==> src/rtl/multicycle_control_unit.sv <==
// Multicycle control FSM: FETCH/DECODE/EXEC/MEM/WB with ihit/dhit handshakes and request timeout.
// Optional MCU_PERF_CNT_EN adds retired-instruction and stall counters.
module multicycle_control_unit #(
  parameter int unsigned WORD_W      = 32,
  parameter int unsigned REG_AW      = 5,
  parameter int unsigned MEM_TIMEOUT = 255
) (
  input  logic              CLK,
  input  logic              nRST,
  input  logic [WORD_W-1:0] instr,
  input  logic              ihit,
  input  logic              dhit,
  input  logic              zero,
  output logic              iREN,
  output logic              dREN,
  output logic              dWEN,
  output logic              ir_en,
  output logic              pc_en,
  output logic [1:0]        PCSel,
  output logic              regWrite,
  output logic              memtoReg,
  output logic              wdataSrc,
  output logic              aluSrc,
  output logic [3:0]        ALUop,
  output logic [REG_AW-1:0] rsel1,
  output logic [REG_AW-1:0] rsel2,
  output logic [REG_AW-1:0] wsel,
  output logic [WORD_W-1:0] immediate,
  output logic              halt,
  output logic              mem_err,
  output logic [2:0]        state
`ifdef MCU_PERF_CNT_EN
  ,
  output logic [31:0]       instr_cnt,
  output logic [31:0]       stall_cnt
`endif
);

  localparam int unsigned CW = $clog2(MEM_TIMEOUT + 1);
  localparam logic [CW-1:0] LastWait = CW'(MEM_TIMEOUT - 1);

  localparam logic [2:0] FETCH  = 3'd0;
  localparam logic [2:0] DECODE = 3'd1;
  localparam logic [2:0] EXEC   = 3'd2;
  localparam logic [2:0] MEM    = 3'd3;
  localparam logic [2:0] WB     = 3'd4;
  localparam logic [2:0] HALT   = 3'd5;
  localparam logic [2:0] ERR    = 3'd6;

  localparam logic [3:0] AluSll = 4'd0, AluSrl = 4'd1, AluAdd = 4'd2, AluSub = 4'd3;
  localparam logic [3:0] AluAnd = 4'd4, AluOr = 4'd5, AluXor = 4'd6, AluNor = 4'd7;
  localparam logic [3:0] AluSlt = 4'd8, AluSltu = 4'd9;

  localparam logic [5:0] OpRtype = 6'h00, OpJ = 6'h02, OpJal = 6'h03, OpBeq = 6'h04;
  localparam logic [5:0] OpBne = 6'h05, OpAddiu = 6'h09, OpSlti = 6'h0A, OpAndi = 6'h0C;
  localparam logic [5:0] OpOri = 6'h0D, OpXori = 6'h0E, OpLui = 6'h0F, OpLw = 6'h23;
  localparam logic [5:0] OpSw = 6'h2B, OpHalt = 6'h3F;

  logic [5:0] opcode, funct;
  logic [4:0] rs, rt, rd;
  logic [15:0] imm16;

  assign opcode = instr[31:26];
  assign rs     = instr[25:21];
  assign rt     = instr[20:16];
  assign rd     = instr[15:11];
  assign funct  = instr[5:0];
  assign imm16  = instr[15:0];

  logic aluOp, isLw, isSw, isBeq, isBne, isJ, isJal, isJr, isLui, isHalt, zeroExt;

  // Instruction decode; selects are always driven from the latched instruction.
  always_comb begin
    aluOp   = 1'b0;
    isJr    = 1'b0;
    zeroExt = 1'b0;
    aluSrc  = 1'b0;
    ALUop   = AluAdd;
    case (opcode)
      OpRtype: begin
        aluOp = 1'b1;
        case (funct)
          6'h00:        ALUop = AluSll;
          6'h02:        ALUop = AluSrl;
          6'h20, 6'h21: ALUop = AluAdd;
          6'h22, 6'h23: ALUop = AluSub;
          6'h24:        ALUop = AluAnd;
          6'h25:        ALUop = AluOr;
          6'h26:        ALUop = AluXor;
          6'h27:        ALUop = AluNor;
          6'h2A:        ALUop = AluSlt;
          6'h2B:        ALUop = AluSltu;
          6'h08: begin
            aluOp = 1'b0;
            isJr  = 1'b1;
          end
          default:      aluOp = 1'b0;
        endcase
      end
      OpAddiu: begin aluOp = 1'b1; aluSrc = 1'b1; ALUop = AluAdd; end
      OpSlti:  begin aluOp = 1'b1; aluSrc = 1'b1; ALUop = AluSlt; end
      OpAndi:  begin aluOp = 1'b1; aluSrc = 1'b1; ALUop = AluAnd; zeroExt = 1'b1; end
      OpOri:   begin aluOp = 1'b1; aluSrc = 1'b1; ALUop = AluOr;  zeroExt = 1'b1; end
      OpXori:  begin aluOp = 1'b1; aluSrc = 1'b1; ALUop = AluXor; zeroExt = 1'b1; end
      OpLui:   begin aluOp = 1'b1; aluSrc = 1'b1; ALUop = AluAdd; end
      OpLw, OpSw: begin aluSrc = 1'b1; ALUop = AluAdd; end
      OpBeq, OpBne: ALUop = AluSub;
      default: ;
    endcase
  end

  assign isLw   = (opcode == OpLw);
  assign isSw   = (opcode == OpSw);
  assign isBeq  = (opcode == OpBeq);
  assign isBne  = (opcode == OpBne);
  assign isJ    = (opcode == OpJ);
  assign isJal  = (opcode == OpJal);
  assign isLui  = (opcode == OpLui);
  assign isHalt = (opcode == OpHalt);

  assign memtoReg = isLw;
  assign wdataSrc = isJal;
  assign rsel1    = isLui ? '0 : REG_AW'(rs);
  assign rsel2    = REG_AW'(rt);
  assign wsel     = isJal ? REG_AW'(31) : ((opcode == OpRtype) ? REG_AW'(rd) : REG_AW'(rt));

  always_comb begin
    if (isLui)        immediate = {imm16, {(WORD_W-16){1'b0}}};
    else if (zeroExt) immediate = {{(WORD_W-16){1'b0}}, imm16};
    else              immediate = {{(WORD_W-16){imm16[15]}}, imm16};
  end

  logic [2:0]    nextState;
  logic [CW-1:0] waitCnt;
  logic          waiting;

  assign waiting = ((state == FETCH) && !ihit) || ((state == MEM) && !dhit);

  always_comb begin
    nextState = state;
    iREN      = 1'b0;
    dREN      = 1'b0;
    dWEN      = 1'b0;
    ir_en     = 1'b0;
    pc_en     = 1'b0;
    PCSel     = 2'd0;
    regWrite  = 1'b0;
    case (state)
      FETCH: begin
        iREN = 1'b1;
        if (ihit) begin
          ir_en     = 1'b1;
          nextState = DECODE;
        end else if (waitCnt == LastWait) begin
          nextState = ERR;
        end
      end
      DECODE: nextState = isHalt ? HALT : EXEC;
      EXEC: begin
        if (isBeq || isBne) begin
          pc_en     = 1'b1;
          PCSel     = (zero ^ isBne) ? 2'd1 : 2'd0;
          nextState = FETCH;
        end else if (isJ) begin
          pc_en     = 1'b1;
          PCSel     = 2'd2;
          nextState = FETCH;
        end else if (isJr) begin
          pc_en     = 1'b1;
          PCSel     = 2'd3;
          nextState = FETCH;
        end else if (isLw || isSw) begin
          nextState = MEM;
        end else begin
          nextState = WB;
        end
      end
      MEM: begin
        dREN = isLw;
        dWEN = isSw;
        if (dhit) begin
          if (isLw) begin
            nextState = WB;
          end else begin
            pc_en     = 1'b1;
            nextState = FETCH;
          end
        end else if (waitCnt == LastWait) begin
          nextState = ERR;
        end
      end
      WB: begin
        pc_en     = 1'b1;
        regWrite  = aluOp || isLw || isJal;
        PCSel     = isJal ? 2'd2 : 2'd0;
        nextState = FETCH;
      end
      HALT, ERR: nextState = state;
      default:   nextState = FETCH;
    endcase
  end

  always_ff @(posedge CLK) begin
    if (!nRST) begin
      state   <= FETCH;
      waitCnt <= '0;
    end else begin
      state <= nextState;
      if (nextState != state) waitCnt <= '0;
      else if (waiting)       waitCnt <= waitCnt + 1'b1;
    end
  end

  // HALT and ERR are absorbing, so the flags are sticky until reset.
  assign halt    = (state == HALT);
  assign mem_err = (state == ERR);

`ifdef MCU_PERF_CNT_EN
  always_ff @(posedge CLK) begin
    if (!nRST) begin
      instr_cnt <= '0;
      stall_cnt <= '0;
    end else begin
      if (pc_en)   instr_cnt <= instr_cnt + 32'd1;
      if (waiting) stall_cnt <= stall_cnt + 32'd1;
    end
  end
`endif

endmodule

==> config.mk <==
export PLATFORM = sky130hd
export DESIGN_NAME = multicycle_control_unit
export DESIGN_NICKNAME = d
export VERILOG_FILES = /design/src/rtl/multicycle_control_unit.sv
export SDC_FILE = /design/constraint.sdc
export NUM_CORES = 1
export LEC_CHECK = 0
export BUFFER_PORTS_ARGS = -buffer_cell sky130_fd_sc_hd__buf_2
export CAP_MARGIN = 20
export CORE_MARGIN = 5
export CORE_UTILIZATION = 30
export DETAILED_ROUTE_END_ITERATION = 16
export PLACE_DENSITY = 0.67
export SKIP_LAST_GASP = 1
export SYNTH_ARGS = -nofsm -noshare
export SYNTH_HDL_FRONTEND = slang
export SYNTH_SLANG_ARGS = --single-unit
==> constraint.sdc <==
create_clock -name CLK -period 2.9 [get_ports CLK]
set_input_delay 0.29 -clock CLK [delete_from_list [all_inputs] [get_ports CLK]]
set_output_delay 0.29 -clock CLK [all_outputs]
set_load 0.05 [all_outputs]
==> results.md <==
- Worst Path Buf+Inv: 2
- Vias in the first global route: 1885
- Number of inserted diodes: 0
- CTS tree: built
- Post-Place Setup Slack: 0.439 ns
- Worst Reg2Reg Path Length in Cells: 5
- Hold WS: 0.318 ns
- Row count: 27
- MaxCap Viol Count: 0
- Die Y: 85.7 um
- Cell Pwr Density: 391 mW/mm2
- Setup ws final: 0.427 ns
- Number of remaining DRC errors: 0
- Sw Pwr: 476 uW
- Clock power frac: 17.4%
- Synth Instances: 241
- Vias: 2063
- Routed Antenna Nets: 0
- Die area: 0.00734 mm2
- CP delay by family, top: simple AND/OR/NAND/NOR gates
- Final worst-path cycle share: 85.3%
- Dominant synthesized flop cell: dfxtp_1
- Largest stage delay, worst path: 0.52 ns
- Synth Area per Inst: 7.13 um2
- Hold EP: state[0]
- Worst endpoint required time: 2.61 ns
- I/O pins: 104
- Slew Limit Fails: 0
- Fin. Hold Viols: 0
- FILL cells: 578
- # resized after CTS: 0
- Crit path from: instr[28]
- CP Capture Type: output port
- Root buffer cell: clkbuf_8
- Clk_skew: 0.000367 ns
- Final TNS setup: 0 ns
- Crit path cell chain: buf_2 -> nor4_2 -> nand2_2 -> or4b_1 -> o32ai_1 -> buf_2
- Iteration-0 DRC count of the detailed router: 198
- FMAX: 0.404 GHz
- Routed wire length: 5760 um
- First-pass DRT Iterations: 5
- VDD IR-drop max: 233 uV
- Sequential Area: 220 um2
- H-tree Lvls: 1
- CP startpoint kind: primary input
- Placed Instances: 395
- Post-synth top area cell: dfxtp_1
- Synth top area cells: dfxtp_1 13%, nor2b_1 8.7%, a21o_1 7.0%
- Port Buffers: 103
- Nets: 367
- Net Count, Synth: 280
- Total Power: 891 uW
- Layout cells sized above 1: 38.2%
- Core region area: 0.00554 mm2
- Setup-failing EPs final: 0
- Reg2reg end: waitCnt[7]
- RSZ-0062 raised after global routing: false
- Initial Utilization: 31.0%
- Die width: 85.7 um
- Hold depth: 2
- Post-synth ARST share: 0%
- Run status: finished clean
- Synth top area share: 12.8%
- Mapped cell area: 0.00172 mm2
- Initial antenna violation count: 0
- Switching portion of total power: 53.4%
- Clock transition at the registers of the reported paths: 0.05 ns
- First-pass GRT wire length: 9100 um
- Cell Count, Final, Fillers Out: 399
- Sink Count: 11
- P&R area growth vs syn: 32.6%
- Grt ovf: 0
- YS warnings: 0
- WS Path Type: in2out
- Wirelength per Cell: 14.4 um
- Type of the worst min-delay path: in2reg
- Internal: 415 uW
- Clock Tree Buf Depth: 2
- Worst skew pair latency: 0.24 ns
- Sequential fraction of the synthesis area: 12.8%
- Hold_sp: nRST
- Largest net degree at the start of global routing: 37
- Avg Vias per Cell: 5.17
- Worst slew pin tran: 0.703 ns
- Critical Path AT: 2.18 ns
- Most used cell, CP: buf_2
- Slew Limit Headroom: 53.1%
- # Post-CTS Setup Buffers: 0
- Hold-fix buffers, CTS: 0
- Multi-input logic area: 0.00137 mm2
- Gpl congestion: 0.835
- DP HPWL: 4520 um
- Crit path max-delay cell type: or4b_1
- Min Tclk post-route: 2.47 ns
- Distinct cells, synth: 60
- Internal reg-to-reg setup slack: 0.64 ns
- EDFF count, synth: 0
- Peak fanout along the critical path: 17
- GR Util All Layers: 14.7%
- Lkg Pwr: 0.00114 uW
- Reg2reg start: state[2]
- Count of state elements after synthesis: 11
- CTS Buf Count: 3
- Combinational power share: 61.1%
- Flop pwr share: 21.5%
## cells in the mapped netlist (all sizes together), types with 2 or more instances
cell / instances
nor4: 4
mux2i: 5
nand2: 22
ha: 2
nor3: 14
nand3: 4
o21ai: 9
and2: 5
nor4b: 2
buf: 11
o22ai: 2
o211ai: 5
a41o: 2
xnor2: 6
nand2b: 6
clkbuf: 12
xor2: 2
or4: 2
o32ai: 2
and3: 4
dfxtp: 11
o2111ai: 2
a31oi: 3
a22oi: 2
and4: 3
nor2: 18
a21oi: 7
or2: 2
a21o: 16
inv: 7
nor3b: 2
nor2b: 24
nand4: 4
or4b: 2
o31a: 2
## cell families (layout without fill, tap and decap cells)
family                     count (synthesis)  in the layout  synth area share, %
AOI/OAI and AO/OA                         62             62                 27.8
DFF                                       11             11                 12.8
buffers and inverters                     30            116                 8.59
and+or+nand+nor                          123            123                 42.4
adders and majority gates                  2              2                 1.46
muxes                                      5              5                 2.91
xor gates and xnor gates                   8              8                 4.08
## worst reg2reg max path: cells and delay by family, from the launching register on
kind,cells,cell delay [ns]
AOI/OAI and AO/OA,2,0.56
DFF,1,0.52
and+or+nand+nor,3,1.05
## per-layer routing
metal | global-route usage (%) | vias up | part of all wire [%]
li1 | - | 1050 | -
met1 | 20.1 | 931 | 43
met2 | 23.2 | 78 | 48
met3 | 3.27 | 4 | 8.5
met4 | 4.17 | 0 | 0.49
met5 | 0 | - | 0
## sequential cells by signal, indices dropped and copies added (netlist names)
name / flops
state: 3
waitCnt: 8
## per-stage QoR
stage / utilization [%] / cell area [um2]
final: 41.1 / 2280
after global routing: 41.1 / 2280
after CTS: 41.1 / 2280
after floorplan: - / 1730
after global placement: 40.3 / 2230
after detailed placement: 40.3 / 2230
## power by group through the flow
stage	sequential, uW	combinational, uW	clock, uW
floorplan	201	413	0
global placement	194	541	0
detailed placement	194	544	0
CTS	191	545	160
global route	195	582	172
finish	192	544	155
## layout make-up
type / count / area share, %
multi-input combinational: 200 / 59.9
timing repair buffer: 105 / 23.3
sequential: 11 / 9.67
tap: 72 / 3.96
clock buffer: 4 / 1.98
inverter: 7 / 1.15
## worst max path at each step
stage	depth (start not counted)	end	slack, ns
3_3_place_gp	6	ALUop[3]	0.56
6_report	6	ALUop[3]	0.43
3_5_place_dp	6	ALUop[3]	0.44
4_1_cts	6	ALUop[3]	0.43
5_1_grt	6	ALUop[3]	0.27
2_1_floorplan	3	regWrite	0.26
## cell usage in the layout (no fill, tap or decap), types with 5 or more instances in the layout
cell type  synthesis  final
dfxtp_1           11     11
xnor2_1            6      6
a21o_1            16     16
mux2i_1            5      5
o21ai_0            9      9
buf_2              4    103
and2_1             5      5
nand2b_1           6      6
nand2_1           21     21
nor2b_1           24     24
inv_1              7      7
a21oi_1            7      7
nor3_1            14     13
nor2_1            18     17
Note: power is estimated with default switching activity, not from simulation.
